`config.mk`:
```
export PLATFORM = sky130hd
export DESIGN_NAME = lsu_mem_initiator_flat
export DESIGN_NICKNAME = d
export VERILOG_FILES = /design/src/rtl/lsu_mem_initiator_if.sv /design/src/rtl/lsu_mem_initiator.sv /design/src/flat_wrapper.sv
export SDC_FILE = /design/constraint.sdc
export NUM_CORES = 1
export LEC_CHECK = 0
export ABC_AREA = 1
export BUFFER_PORTS_ARGS = -buffer_cell sky130_fd_sc_hd__buf_2
export CAP_MARGIN = 20
export CORE_UTILIZATION = 48
export DETAILED_ROUTE_END_ITERATION = 6
export PLACE_DENSITY = 0.88
export SYNTH_ARGS = -nofsm -noshare
export SYNTH_HDL_FRONTEND = slang
export SYNTH_SLANG_ARGS = --single-unit
```
`constraint.sdc`:
```
create_clock -name clk -period 1.5 [get_ports clk]
set_input_delay 0.075 -clock clk [delete_from_list [all_inputs] [get_ports clk]]
set_output_delay 0.075 -clock clk [all_outputs]
set_load 0.03 [all_outputs]
```
`src/rtl/lsu_mem_initiator_if.sv`:
```
// lsu_mem_initiator_if: pipeline request/response plus unified-memory data port.
// misalign_err is present only when LSU_MISALIGN_TRAP_EN is defined.
interface lsu_mem_initiator_if;
  logic        req_valid, req_ready, req_we, req_signed;
  logic [1:0]  req_size;
  logic [31:0] req_addr, req_wdata;
  logic        resp_valid, busy, rw;
  logic [31:0] resp_rdata, am2, dm3, dm2;
`ifdef LSU_MISALIGN_TRAP_EN
  logic        misalign_err;
  modport master (
    input  req_valid, req_we, req_size, req_signed, req_addr, req_wdata, dm2,
    output req_ready, resp_valid, resp_rdata, busy, am2, rw, dm3, misalign_err
  );
  modport slave (
    output req_valid, req_we, req_size, req_signed, req_addr, req_wdata, dm2,
    input  req_ready, resp_valid, resp_rdata, busy, am2, rw, dm3, misalign_err
  );
`else
  modport master (
    input  req_valid, req_we, req_size, req_signed, req_addr, req_wdata, dm2,
    output req_ready, resp_valid, resp_rdata, busy, am2, rw, dm3
  );
  modport slave (
    output req_valid, req_we, req_size, req_signed, req_addr, req_wdata, dm2,
    input  req_ready, resp_valid, resp_rdata, busy, am2, rw, dm3
  );
`endif
endinterface

```
`src/rtl/lsu_mem_initiator.sv`:
```
// lsu_mem_initiator: sequences one load/store onto a strobe-less memory port (one am2 event per access).
// Optional LSU_MISALIGN_TRAP_EN: misaligned half/word requests skip memory and respond with misalign_err.
module lsu_mem_initiator #(
  parameter logic [31:0] PARK_XOR = 32'h0000_0004
) (
  input logic clk,
  input logic reset,
  lsu_mem_initiator_if.master bus
);
  typedef enum logic [2:0] {IDLE, PARK, ISSUE, SETUP, WR, RESP} state_e;
  state_e state_q, state_d;
  logic [31:0] addr_q, addr_d, wdata_q, rd_q, rd_d, am2_q, am2_d, dm3_q, dm3_d;
  logic [31:0] rdata_q, rdata_d, merge, ext;
  logic [1:0]  size_q;
  logic        we_q, sgn_q, mrg_q, mrg_d, rw_q, rv_q, busy_q, mis_q, accept, sub, mis;
  assign accept = bus.req_valid && state_q == IDLE;
  assign sub    = !size_q[1];
  assign addr_d = accept ? bus.req_addr : addr_q;
  assign rd_d   = state_q == ISSUE ? bus.dm2 : rd_q;
`ifdef LSU_MISALIGN_TRAP_EN
  assign mis = accept && ((bus.req_size == 2'b01 && bus.req_addr[0]) ||
                          (bus.req_size[1] && bus.req_addr[1:0] != 2'b00));
  assign bus.misalign_err = mis_q;
`else
  assign mis = 1'b0;
`endif
  assign merge = size_q == 2'b00 ? {rd_q[31:8], wdata_q[7:0]} :
                 size_q == 2'b01 ? {rd_q[31:16], wdata_q[15:0]} : wdata_q;
  assign ext   = size_q == 2'b00 ? {{24{sgn_q & rd_d[7]}}, rd_d[7:0]} :
                 size_q == 2'b01 ? {{16{sgn_q & rd_d[15]}}, rd_d[15:0]} : rd_d;
  always_comb begin
    state_d = state_q;
    mrg_d   = mrg_q;
    unique case (state_q)
      IDLE:  begin
        state_d = accept ? (mis ? RESP : PARK) : IDLE;
        mrg_d   = accept ? 1'b0 : mrg_q;
      end
      PARK:  state_d = (!we_q || (sub && !mrg_q)) ? ISSUE : SETUP;
      ISSUE: begin
        state_d = we_q ? PARK : RESP;
        mrg_d   = we_q;
      end
      SETUP: state_d = WR;
      WR:    state_d = RESP;
      RESP:  state_d = IDLE;
      default: state_d = IDLE;
    endcase
    // outputs are registered, so they are derived from the state being entered
    am2_d   = (state_d == PARK || state_d == SETUP) ? addr_d ^ PARK_XOR :
              (state_d == ISSUE || state_d == WR) ? addr_d : am2_q;
    dm3_d   = state_d == SETUP ? merge : dm3_q;
    rdata_d = state_d == RESP ? ((we_q || mis) ? 32'h0 : ext) : rdata_q;
  end
  always_ff @(posedge clk) begin
    if (reset) begin
      state_q <= IDLE;
      addr_q  <= '0;
      wdata_q <= '0;
      size_q  <= '0;
      we_q    <= 1'b0;
      sgn_q   <= 1'b0;
      mrg_q   <= 1'b0;
      rd_q    <= '0;
      am2_q   <= '0;
      rw_q    <= 1'b0;
      dm3_q   <= '0;
      rv_q    <= 1'b0;
      rdata_q <= '0;
      busy_q  <= 1'b0;
      mis_q   <= 1'b0;
    end else begin
      state_q <= state_d;
      addr_q  <= addr_d;
      wdata_q <= accept ? bus.req_wdata : wdata_q;
      size_q  <= accept ? bus.req_size : size_q;
      we_q    <= accept ? bus.req_we : we_q;
      sgn_q   <= accept ? bus.req_signed : sgn_q;
      mrg_q   <= mrg_d;
      rd_q    <= rd_d;
      am2_q   <= am2_d;
      rw_q    <= state_d == SETUP || state_d == WR;
      dm3_q   <= dm3_d;
      rv_q    <= state_d == RESP;
      rdata_q <= rdata_d;
      busy_q  <= state_d != IDLE;
      mis_q   <= mis;
    end
  end
  assign bus.req_ready  = state_q == IDLE;
  assign bus.am2        = am2_q;
  assign bus.rw         = rw_q;
  assign bus.dm3        = dm3_q;
  assign bus.resp_valid = rv_q;
  assign bus.resp_rdata = rdata_q;
  assign bus.busy       = busy_q;
endmodule
```
`src/flat_wrapper.sv`:
```
// flat-port wrapper written by rule: the top's interface ports become plain ports
module lsu_mem_initiator_flat 
#(
  parameter logic [31:0] PARK_XOR = 32'h0000_0004
)
  (clk, reset, bus_req_valid, bus_req_we, bus_req_size, bus_req_signed, bus_req_addr, bus_req_wdata, bus_dm2, bus_req_ready, bus_resp_valid, bus_resp_rdata, bus_busy, bus_am2, bus_rw, bus_dm3);
  lsu_mem_initiator_if bus_i ();
  input logic clk;
  input logic reset;
  input wire logic [$bits(bus_i.req_valid)-1:0] bus_req_valid;
  input wire logic [$bits(bus_i.req_we)-1:0] bus_req_we;
  input wire logic [$bits(bus_i.req_size)-1:0] bus_req_size;
  input wire logic [$bits(bus_i.req_signed)-1:0] bus_req_signed;
  input wire logic [$bits(bus_i.req_addr)-1:0] bus_req_addr;
  input wire logic [$bits(bus_i.req_wdata)-1:0] bus_req_wdata;
  input wire logic [$bits(bus_i.dm2)-1:0] bus_dm2;
  output wire logic [$bits(bus_i.req_ready)-1:0] bus_req_ready;
  output wire logic [$bits(bus_i.resp_valid)-1:0] bus_resp_valid;
  output wire logic [$bits(bus_i.resp_rdata)-1:0] bus_resp_rdata;
  output wire logic [$bits(bus_i.busy)-1:0] bus_busy;
  output wire logic [$bits(bus_i.am2)-1:0] bus_am2;
  output wire logic [$bits(bus_i.rw)-1:0] bus_rw;
  output wire logic [$bits(bus_i.dm3)-1:0] bus_dm3;
  assign bus_i.req_valid = bus_req_valid;
  assign bus_i.req_we = bus_req_we;
  assign bus_i.req_size = bus_req_size;
  assign bus_i.req_signed = bus_req_signed;
  assign bus_i.req_addr = bus_req_addr;
  assign bus_i.req_wdata = bus_req_wdata;
  assign bus_i.dm2 = bus_dm2;
  assign bus_req_ready = bus_i.req_ready;
  assign bus_resp_valid = bus_i.resp_valid;
  assign bus_resp_rdata = bus_i.resp_rdata;
  assign bus_busy = bus_i.busy;
  assign bus_am2 = bus_i.am2;
  assign bus_rw = bus_i.rw;
  assign bus_dm3 = bus_i.dm3;
  lsu_mem_initiator #(.PARK_XOR(PARK_XOR)) u_core (.clk(clk), .reset(reset), .bus(bus_i));
endmodule
```
# ---- After elaboration in Yosys (flattened, before gate mapping)
# Cells that the tools add are included.
dict set report word_totals {
  reg_bits 203
  latch_bits 0
  ramBits 0
  romBits 0
  input_bits 103
  output_inout_bits 100
  wordCells 58
  n_memories 0
}
dict set report classes {
  n_addsub 0
  n_mul 0
  n_div 0
  magnitude_cmp 0
  n_eq_ne 11
  shifts 0
  mux 15
  bitwise_logic 3
  reduce_logical 15
}
# op count
set op_table {}
lappend op_table {{$mux 32} 9}
lappend op_table {{$pmux 3 s5} 1}
lappend op_table {{$eq 3x2->1 const B} 4}
lappend op_table {{$eq 3x3->1 const B} 3}
lappend op_table {{$eq 3x1->1 const B} 2}
lappend op_table {{$logic_or 1x1->1} 4}
lappend op_table {{$reduce_bool 2->1} 2}
lappend op_table {{$logic_not 1->1} 3}
lappend op_table {{$logic_not 3->1} 1}
lappend op_table {{$mux 1} 3}
lappend op_table {{$mux 3} 1}
lappend op_table {{$reduce_bool 3->1} 1}
lappend op_table {{$and 1x1->1} 2}
lappend op_table {{$eq 2x1->1 const B} 1}
lappend op_table {{$logic_and 1x1->1} 2}
lappend op_table {{$logic_not 2->1} 1}
lappend op_table {{$ne 2x1->1 const B} 1}
lappend op_table {{$pmux 1 s2} 1}
lappend op_table {{$reduce_and 2->1} 1}
lappend op_table {{$not 1->1} 1}

# ---- Depth between registers and ports, before layout
# Gate-level depths: netlist of run 1.
dict set report logic_depth {
  depth_word 9
  depth_mapped 11
  depth_no_buf 10
}

# ---- Worst setup path after synthesis of run 1
# Ideal clock, no wire load.
dict set report synth_timing {
  kind {reg-to-reg}
  start {reg u_core.state_q[2]}
  end {reg u_core.wdata_q[28]}
  setup_ns 0.071
  arrival_ns 1.538
  t_required_ns 1.429
  slack_ns -0.108
  path_stages_with_launch 5
  n_path_buf 1
  synth_period_minus_slack_ns 1.608
  path_cell_list {dfxtp_1 -> nor3_1 -> clkbuf_1 -> nand3_1 -> a21oi_1}
}
dict set report synth_via {
  elab_chain_len 2
}
# item line_no
set synth_rtl {}
lappend synth_rtl {{from (decl)} lsu_mem_initiator.sv:11} ;# state_e state_q, state_d;
lappend synth_rtl {{from (signal assigned)} lsu_mem_initiator.sv:73} ;# state_q <= state_d;
lappend synth_rtl {{$logic_not 3->1} -}
lappend synth_rtl {{net bus_req_ready} flat_wrapper.sv:17} ;# output wire logic [$bits(bus_i.req_ready)-1:0] bus_req_ready;
lappend synth_rtl {{$logic_and 1x1->1} lsu_mem_initiator.sv:16} ;# assign accept = bus.req_valid && state_q == IDLE;
lappend synth_rtl {{to (signal assigned)} lsu_mem_initiator.sv:75} ;# wdata_q <= accept ? bus.req_wdata : wdata_q;
lappend synth_rtl {{to (decl)} lsu_mem_initiator.sv:12} ;# logic [31:0] addr_q, addr_d, wdata_q, rd_q, rd_d, am2_q, am2_d, dm3_q, dm3_d;
# The timed path passes the listed nets, and every way through them passes these cells.
# A chain may end at the register's enable or synchronous reset.

# ---- Final worst setup path of run 1
dict set report layout_timing {
  start {reg u_core.state_q[2]}
  end {reg u_core.am2_q[31] (netlist: u_core.bus.am2[31])}
}
dict set report layout_via {
  elab_chain_len 7
  word_cells_on_any_way 18
  classes_between {eq/ne (8); mux (5); reduce/logical (5)}
}
# item line_no
set layout_rtl {}
lappend layout_rtl {{$logic_not 3->1} {lsu_mem_initiator.sv:16, lsu_mem_initiator.sv:34}}
lappend layout_rtl {{$logic_and 1x1->1} lsu_mem_initiator.sv:16}
lappend layout_rtl {{$mux 1} lsu_mem_initiator.sv:36} ;# state_d = accept ? (mis ? RESP : PARK) : IDLE;
lappend layout_rtl {{$pmux 3 s5} lsu_mem_initiator.sv:34} ;# unique case (state_q)
lappend layout_rtl {{$eq 3x1->1 (tied with other cells)} lsu_mem_initiator.sv:50} ;# am2_d = (state_d == PARK || state_d == SETUP) ? addr_d ^ PARK_XOR :
lappend layout_rtl {{$logic_or 1x1->1 (on tied branches)} {lsu_mem_initiator.sv:50, lsu_mem_initiator.sv:51}}
lappend layout_rtl {{$mux 32 or $reduce_bool 2->1 (tied branches)} -}
lappend layout_rtl {{to (signal assigned)} lsu_mem_initiator.sv:81} ;# am2_q <= am2_d;
lappend layout_rtl {{to (decl)} lsu_mem_initiator.sv:12}
# Parallel ways exist; a longest one is shown, timed or not. The select of a mux whose other input is x is not followed.

==> results.py, run 1 <==
metrics = {
    "logic_synthesis": {
        "ys_warn_count": 0,
        "post_synth_num_cell_types": 28,
        "ys_async_sr_fraction_pct": 0,
        "syn_avg_cell_area_um2": 7.27,
        "synth_largest_area_cell": "dfxtp_1",
        "synthDominantCellAreaShare_pct": 49.9,
        "synth-main-ff-cell": "dfxtp_1",
        "syn_nets": 1223,
        "synth.top_cells.by_area": "dfxtp_1, nand2_1, inv_1",
        "postSynthCellCount": 1120,
        "synth.yosys.seq_area_share_pct": 49.9,
        "ys_ff_latch": 203,
        "post_synth_instance_area_um2": 8150,
        "synth_edf_count": 0,
    },
    "clock_tree": {
        "cts_num_sinks": 203,
        "later_pin_clock_latency_in_the_skew_report_ns": 0.51,
        "clock-root-buffer": "clkbuf_16",
        "clock_transition_at_path_regs_ns": 0.07,
        "clock_tree.htree_level_count": 1,
        "cts-buffers-inserted": 22,
        "tritoncts": "built",
        "cts.path.max_buffers": 3,
    },
    "layout": {
        "finish.net_count": 1546,
        "final_cell_mix": "nand2_1, dfxtp_1, buf_2, inv_1, nor2_1",
        "final_layout_size_suffix_gt1_share_pct": 31.3,
        "area.growth.synth_to_final_pct": 52.4,
        "layout_commonest_cell": "nand2_1",
    },
    "detailed_routing": {
        "final_routed_wirelength_um": 30700,
        "drtAntennaViolNets": 0,
        "dr.pass1.iters": 5,
        "remaining_drc_errors": 0,
        "average_via_count_per_standard_cell": 5.48,
        "dr_total_vias": 9224,
        "route.detailed.wl_per_inst_um": 18.2,
        "drtIter0Drc": 667,
    },
    "sta": {
        "maxClockFrequency_mhz": 577,
        "worst_slew_margin_rel_pct": 64.5,
        "setup_repair_after_global_routing_missed_its_margin": "yes",
        "skew_ns": 0.0231,
        "fin_ws_ns": -0.233,
        "report.final.hold_viol_count": 0,
        "setup_viol": 85,
        "finalWorstPathRequiredPeriod_ns": 1.73,
        "tightestPinTransition_ns": 0.531,
        "fin_crit_sh_pct": 116,
        "timing.final.max_slew_violations": 0,
        "fin_tns_setup_ns": -8.49,
    },
    "floorplanning": {
        "initial_utilization_pct": 49.1,
        "dieWidth_um": 132,
        "io-pin-count": 203,
        "design.die.area_um2": 17500,
        "placeable_core_region_um2": 16600,
        "placement_row_count": 47,
        "die-height_um": 132,
    },
    "critical_path": {
        "worst_path_max_delay_cell": "o21ai_0",
        "timing.critical_path.slowest_cell_delay_ns": 0.38,
        "startpoint_type": "flop",
        "path_cells": "inv_1, buf_4, nand3_4, buf_12, o21ai_0, inv_1, a21oi_2, nor2_1",
        "cp.required_ns": 1.91,
        "crit_arrival_ns": 2.14,
        "setup.worst_path.end_class": "flop",
        "critical_path_class": "reg2reg",
        "path_common_cell": "inv_1",
        "critical_path_peak_fanout": 16,
    },
    "global_route": {
        "grt_overflow": 0,
        "via_count_of_the_first_global_routing_pass": 8719,
        "grt_start_max_net_pins": 93,
        "global_route_wire_length_before_repair_um": 43100,
        "antenna_found_initial": 3,
        "grt_total_usage_pct": 30.4,
    },
    "run_status": {
        "outcome": "finished with violations",
        "violations": "negative setup slack",
    },
    "power_and_ir_drop": {
        "total_power_mw": 17.5,
        "power.density_nw_per_um2": 1410,
        "p_leak_nw": 6.02,
        "vdd_ir_drop_max_uv": 1080,
    },
    "placement": {
        "hpwlAfterDp_um": 14500,
        "numPortBuffers": 202,
        "globalplace.congestion": 0.880,
    },
    "min_path": {
        "holdCritPathClass": "in2reg",
    },
    "job": {
        "drv_cap": 0,
    },
}
sequential cells by signal (all words and copies together), names as in the netlist:
name,cells
u_core.addr_q,32
u_core.bus.am2,32
u_core.bus.busy,1
u_core.bus.dm3,32
u_core.bus.resp_rdata,32
u_core.bus.resp_valid,1
u_core.bus.rw,1
u_core.mrg_q,1
u_core.rd_q,32
u_core.sgn_q,1
u_core.size_q,2
u_core.state_q,3
u_core.wdata_q,32
u_core.we_q,1
cells by family (layout without fill, tap and decap cells):
logic type	count (synthesis)	in the layout	synth area share, %
buffers and inverters	214	551	10.9
AND/OR/NAND/NOR	484	485	24.9
AO/OA/AOI/OAI	212	213	13.5
flip-flops	203	203	49.9
multiplexers	7	7	0.860
other	0	3	0
metrics by stage:
stage                     cells  hold slack (ns)  utilization [%]  area (µm²)  worst slack (ns)
after floorplan            1120            0.237                -        8150            0.0103
after global placement     1530            0.326             58.5        9700            -0.116
after detailed placement   1530            0.345             58.5        9700            -0.176
after CTS                  1669          0.00586             70.8       11700            -0.133
after global routing       1682           0.0460             74.9       12400            -0.304
final                      1682           0.0305             74.9       12400            -0.233
critical path, delay by kind of cell (launching register included):
family	cells	cell delay, ns
AO/OA/AOI/OAI	2	0.52
AND/OR/NAND/NOR	2	0.19
flip-flops	1	0.31
buffers and inverters	4	0.62
worst paths after layout:
path / start / to / slack [ns] / depth (start not counted)
worst max register to register: u_core.state_q[2] / u_core.bus.am2[31] / -0.23 / 8
worst min-delay path: bus_dm2[25] / u_core.rd_q[25] / 0.03 / 5
worst max-delay path: u_core.state_q[2] / u_core.bus.am2[31] / -0.23 / 8
worst min register to register: u_core.wdata_q[0] / u_core.bus.dm3[0] / 0.45 / 2
synthesized netlist by cell type, types with 10 or more instances:
master and number:
clkbuf_1 36, nand3_1 83, o21ai_0 88, a31oi_1 24
nand2_1 265, inv_1 135, a21oi_1 91, buf_2 22
nor2_1 105, or2_2 17, dfxtp_1 203, buf_4 10
cell type report:
type / count / area, µm²
inverter: 139 / 532
clock buffer: 32 / 689
timing repair buffer: 372 / 2960
clock inverter: 8 / 115
sequential: 203 / 4070
multi-input combinational: 705 / 3760
antenna: 3 / 7.51
fill: 1104 / 4170
tap: 220 / 275
power by group:
group,internal (mW),switching (mW),leakage (nW)
combinational,2.01,3.21,3.95
sequential,5.97,0.343,1.66
clock,3.70,2.27,0.404
layer usage:
layer | GRT usage (%) | wire (µm)
met1 | 34.0 | 10500
met2 | 55.4 | 15300
met3 | 5.23 | 2610
met4 | 15.7 | 2190
met5 | 0 | 0
what timing repair did:
action / CTS / global route
gates resized for setup: 54 / 115
buffers inserted: 7 / 2
pin swaps: 6 / 35
gates cloned: 7 / 8
endpoints found under the setup margin: 82 / 120
hold buffers: 86 / 0
hold endpoints to repair: 126 / 0
No activity file was read; power rests on OpenSTA's default activity.
==> run 2: changes to the inputs <==
- PLACE_DENSITY: 0.88 -> 0.72
==> results.py, run 2 (synthesized netlist as in run 1, its figures left out) <==
metrics = {
    "job": {
        "drv_cap": 0,
    },
    "critical_path": {
        "critical_path_class": "reg2reg",
        "startpoint_type": "flop",
        "cp.required_ns": 1.89,
        "critical_path_peak_fanout": 17,
        "crit_arrival_ns": 1.99,
        "setup.worst_path.end_class": "flop",
    },
    "power_and_ir_drop": {
        "power.share.combinational_pct": 29.2,
        "vdd_ir_drop_max_uv": 1040,
        "total_power_mw": 16.4,
        "sw_power_mw": 5.23,
        "share_clk_of_total_power_pct": 32.5,
        "switching_share_pct": 32.0,
        "p_leak_nw": 5.92,
        "p_int_mw": 11.1,
        "power.share.sequential_pct": 38.3,
        "power.density_nw_per_um2": 1350,
    },
    "global_route": {
        "grt_start_max_net_pins": 93,
        "grt_total_usage_pct": 27.3,
        "antenna_found_initial": 0,
        "via_count_of_the_first_global_routing_pass": 8123,
        "grt_overflow": 0,
        "global_route_wire_length_before_repair_um": 39100,
    },
    "detailed_routing": {
        "route.detailed.wl_per_inst_um": 15.4,
        "dr.pass1.iters": 5,
        "drtIter0Drc": 453,
        "remaining_drc_errors": 0,
        "drtAntennaViolNets": 0,
        "average_via_count_per_standard_cell": 5.07,
        "final_routed_wirelength_um": 25900,
        "dr_total_vias": 8546,
    },
    "layout": {
        "layout.area.seq_um2": 4070,
        "area.growth.synth_to_final_pct": 48.8,
        "final.fill_count": 1276,
        "layout_commonest_cell": "nand2_1",
        "final_layout_size_suffix_gt1_share_pct": 29.8,
        "finish.net_count": 1555,
        "multi_input_gate_area_um2": 3510,
        "final_cell_mix": "nand2_1, buf_2, dfxtp_1, inv_1, nor2_1",
        "final_util_pct": 73.1,
    },
    "floorplanning": {
        "initial_utilization_pct": 49.1,
        "io-pin-count": 203,
        "placeable_core_region_um2": 16600,
        "dieWidth_um": 132,
        "placement_row_count": 47,
        "die-height_um": 132,
        "design.die.area_um2": 17500,
    },
    "clock_tree": {
        "clock-root-buffer": "clkbuf_16",
        "tritoncts": "built",
        "clock_transition_at_path_regs_ns": 0.06,
        "cts.path.max_buffers": 3,
        "clock_tree.htree_level_count": 1,
        "cts-buffers-inserted": 22,
        "later_pin_clock_latency_in_the_skew_report_ns": 0.49,
        "cts_num_sinks": 203,
    },
    "sta": {
        "skew_ns": 0.0135,
        "setup_viol": 61,
        "worst_slew_margin_rel_pct": 68.2,
        "fin_ws_ns": -0.105,
        "fin_tns_setup_ns": -2.99,
        "fin_crit_sh_pct": 107,
        "report.final.hold_viol_count": 1,
        "timing.final.max_slew_violations": 0,
        "maxClockFrequency_mhz": 623,
        "tightestPinTransition_ns": 0.476,
        "hold-worst-slack_ns": -0.0151,
        "setup_repair_after_global_routing_missed_its_margin": "yes",
        "finalWorstPathRequiredPeriod_ns": 1.60,
    },
    "placement": {
        "hpwlAfterDp_um": 14300,
        "numPortBuffers": 202,
        "globalplace.congestion": 0.854,
    },
    "min_path": {
        "holdCritPathClass": "in2reg",
    },
    "run_status": {
        "outcome": "finished with violations",
        "violations": "negative hold slack, negative setup slack",
    },
}
run 2: power by group through the flow:
stage / logic, mW / clock network (mW) / registers [mW]
6_report: 4.78 / 5.32 / 6.27
5_1_grt: 5.20 / 5.61 / 6.32
4_1_cts: 4.12 / 5.39 / 6.24
3_5_place_dp: 3.75 / 0 / 6.34
3_3_place_gp: 3.70 / 0 / 6.33
2_1_floorplan: 1.91 / 0 / 6.87
run 2: final timing paths:
path	start	to	slack, ns	cells after the start
worst max-delay path	u_core.state_q[1]	u_core.bus.am2[19]	-0.10	9
worst max register to register	u_core.state_q[1]	u_core.bus.am2[19]	-0.10	9
worst min-delay path	bus_req_addr[2]	u_core.addr_q[2]	-0.02	4
worst min register to register	u_core.bus.resp_rdata[15]	u_core.bus.resp_rdata[15]	0.45	2
run 2: layout make-up:
class,instances,area share [%]
Timing Repair Buffer,382,24.8
Inverter,139,4.44
Sequential cell,203,33.6
Clock buffer,33,5.39
Clock inverter,5,0.444
Tap cell,220,2.27
Antenna cell,1,0.0207
Multi-Input combinational cell,704,29.0
run 2: per-layer routing:
metal | GRT usage, % | vias to the layer above | wire [µm]
met5 | 0 | - | 0
met4 | 10.4 | 0 | 818
met3 | 4.00 | 63 | 1330
met2 | 50.6 | 301 | 13400
met1 | 31.6 | 3980 | 10300
li1 | - | 4202 | -
run 2: critical path, cell delays in order, from the launching register on:
cell and delay [ns]:
dfxtp_4 0.42, nor2_4 0.05, buf_4 0.15, nand3_4 0.10, nand4_1 0.16, nand2_4 0.20
buf_12 0.18, nand3_1 0.08, nand2_1 0.09, nor2_1 0.05
run 2: metrics by stage:
| step | worst slack (ns) | std cells | instance area, µm² |
|---|---|---|---|
| 2_1_floorplan | 0.0103 | 1120 | 8150 |
| 3_3_place_gp | -0.207 | 1542 | 9780 |
| 3_5_place_dp | -0.267 | 1542 | 9780 |
| 4_1_cts | -0.0626 | 1670 | 11500 |
| 5_1_grt | -0.176 | 1686 | 12100 |
| 6_report | -0.105 | 1687 | 12100 |
run 2: repair_timing:
action                     in CTS  in global routing
hold buffers                   82                  0
gates cloned                    3                 13
pin swaps                       2                  7
setup endpoints to repair     151                135
resized for setup              31                117
buffers inserted                5                  4
hold endpoints to repair      126                  0
==> run 3: changes to the inputs <==
- CORE_UTILIZATION: 48 -> 45
- PLACE_DENSITY: 0.72 -> 0.68
==> results.py, run 3 (synthesized netlist as in run 1, its figures left out) <==
metrics = {
    "detailed_routing": {
        "drtAntennaViolNets": 0,
        "route.detailed.wl_per_inst_um": 15.1,
        "final_routed_wirelength_um": 25700,
        "dr.pass1.iters": 5,
        "remaining_drc_errors": 0,
        "average_via_count_per_standard_cell": 5.02,
        "drtIter0Drc": 433,
        "dr_total_vias": 8529,
    },
    "global_route": {
        "antenna_found_initial": 2,
        "global_route_wire_length_before_repair_um": 37200,
        "grt_total_usage_pct": 25.1,
        "grt_start_max_net_pins": 93,
        "via_count_of_the_first_global_routing_pass": 7735,
        "grt_overflow": 0,
    },
    "critical_path": {
        "critPathBufInv": 5,
        "path_cells": "inv_4, nand3_4, buf_12, nand2_8, inv_2, nand4_1, nand2_4, buf_6, clkbuf_16, nand3_1, nand2_1, nor2_1",
        "critical-path-top-delay-family": "simple AND/OR/NAND/NOR gates",
        "worst_reg_to_reg_path_cell_count": 12,
        "worstReg2RegStart": "u_core.state_q[0]",
        "critical_path_peak_fanout": 10,
        "reg2reg_slack_ns": -0.16,
        "crit_arrival_ns": 2.05,
        "timing.critical_path.slowest_cell_delay_ns": 0.38,
        "worstReg2RegEnd": "u_core.bus.am2[19]",
        "critical_path_class": "reg2reg",
        "cp.required_ns": 1.89,
        "setup.worst_path.end_class": "flop",
        "startpoint_type": "flop",
        "worst_path_max_delay_cell": "dfxtp_4",
    },
    "sta": {
        "report.final.hold_viol_count": 1,
        "setup_repair_after_global_routing_missed_its_margin": "yes",
        "finalWorstPathRequiredPeriod_ns": 1.66,
        "hold-worst-slack_ns": -0.00925,
        "fin_crit_sh_pct": 110,
        "maxClockFrequency_mhz": 604,
        "fin_ws_ns": -0.157,
        "setup_viol": 62,
        "skew_ns": 0.00819,
        "fin_tns_setup_ns": -4.05,
        "timing.final.max_slew_violations": 0,
        "tightestPinTransition_ns": 0.449,
        "worst_slew_margin_rel_pct": 69.9,
    },
    "clock_tree": {
        "later_pin_clock_latency_in_the_skew_report_ns": 0.50,
        "clock-root-buffer": "clkbuf_16",
        "cts-buffers-inserted": 22,
        "cts_num_sinks": 203,
        "clock_tree.htree_level_count": 1,
        "cts.path.max_buffers": 3,
        "clock_transition_at_path_regs_ns": 0.06,
        "tritoncts": "built",
    },
    "min_path": {
        "min_path_cells": 4,
        "min-delay-start": "bus_req_addr[2]",
        "holdPathEnd": "u_core.addr_q[2]",
        "holdCritPathClass": "in2reg",
    },
    "power_and_ir_drop": {
        "power.density_nw_per_um2": 1360,
        "p_leak_nw": 5.99,
        "vdd_ir_drop_max_uv": 981,
        "total_power_mw": 16.7,
    },
    "layout": {
        "finish.net_count": 1559,
        "fin_area_um2": 12300,
        "layout_commonest_cell": "nand2_1",
        "final_cell_mix": "nand2_1, buf_2, dfxtp_1, inv_1, nor2_1",
        "final.fill_count": 1349,
        "final_layout_size_suffix_gt1_share_pct": 30.5,
        "final-instance-count-excl-fill": 1700,
        "area.growth.synth_to_final_pct": 50.7,
    },
    "floorplanning": {
        "io-pin-count": 203,
        "dieWidth_um": 137,
        "design.die.area_um2": 18600,
        "die-height_um": 137,
        "placeable_core_region_um2": 17500,
        "initial_utilization_pct": 46.6,
        "placement_row_count": 48,
    },
    "placement": {
        "hpwlAfterDp_um": 14400,
        "postPlaceCellArea_um2": 9850,
        "globalplace.congestion": 0.876,
        "numPortBuffers": 202,
        "place.detailed.instances": 1547,
    },
    "job": {
        "drv_cap": 0,
    },
    "run_status": {
        "violations": "negative hold slack, negative setup slack",
        "outcome": "finished with violations",
    },
}
## run 3: layout make-up
type                       count  area, µm²  area share [%]
timing repair buffer         386       3090            25.2
clock buffer                  33        633            5.16
sequential                   203       4070            33.2
clock inverter                 7       85.1           0.693
inverter                     139        544            4.44
multi-input combinational    704       3560            29.0
tap                          225        282            2.29
antenna                        3       7.51          0.0612
## run 3: how the worst max path moves through the flow
stage	start	endpoint	cells past startpoint
2_1_floorplan	u_core.state_q[2]	u_core.bus.am2[22]	9
3_3_place_gp	u_core.state_q[1]	u_core.bus.resp_rdata[22]	7
3_5_place_dp	u_core.state_q[1]	u_core.bus.resp_rdata[27]	7
4_1_cts	u_core.state_q[1]	bus_req_ready	4
5_1_grt	u_core.state_q[0]	u_core.bus.am2[13]	8
6_report	u_core.state_q[0]	u_core.bus.am2[19]	12
## run 3: where the power goes
part	internal [mW]	switching (mW)	total (mW)
sequential	5.97	0.283	6.25
clock	3.26	2.15	5.42
combinational	2.14	2.85	4.99
## run 3: repair_timing
| item | in CTS | in global routing |
|---|---|---|
| buffers inserted | 7 | 8 |
| pin swaps | 3 | 19 |
| hold endpoints to repair | 126 | 0 |
| hold buffers | 82 | 0 |
| setup endpoints to repair | 102 | 125 |
| cloned | 2 | 13 |
| resized for setup | 44 | 111 |
## run 3: routing by layer
metal  global-route usage, %  vias up  share of wire, %
met1                    29.9     3985                41
met5                       0        -             0.051
met4                    10.4        2               3.3
met3                    4.33       61               5.5
met2                    44.2      257                50
li1                        -     4224                 -
## run 3: metrics by stage
step / utilization, % / worst slack [ns]
2_1_floorplan: - / 0.0103
3_5_place_dp: 56.4 / -0.190
3_3_place_gp: 56.4 / -0.112
5_1_grt: 70.2 / -0.282
4_1_cts: 66.5 / -0.0759
6_report: 70.2 / -0.157
## run 3: worst min-delay path, cell delays in order
cell and delay (ns):
buf_2 0.07, o21ai_1 0.10, buf_4 0.14, nor2_1 0.07
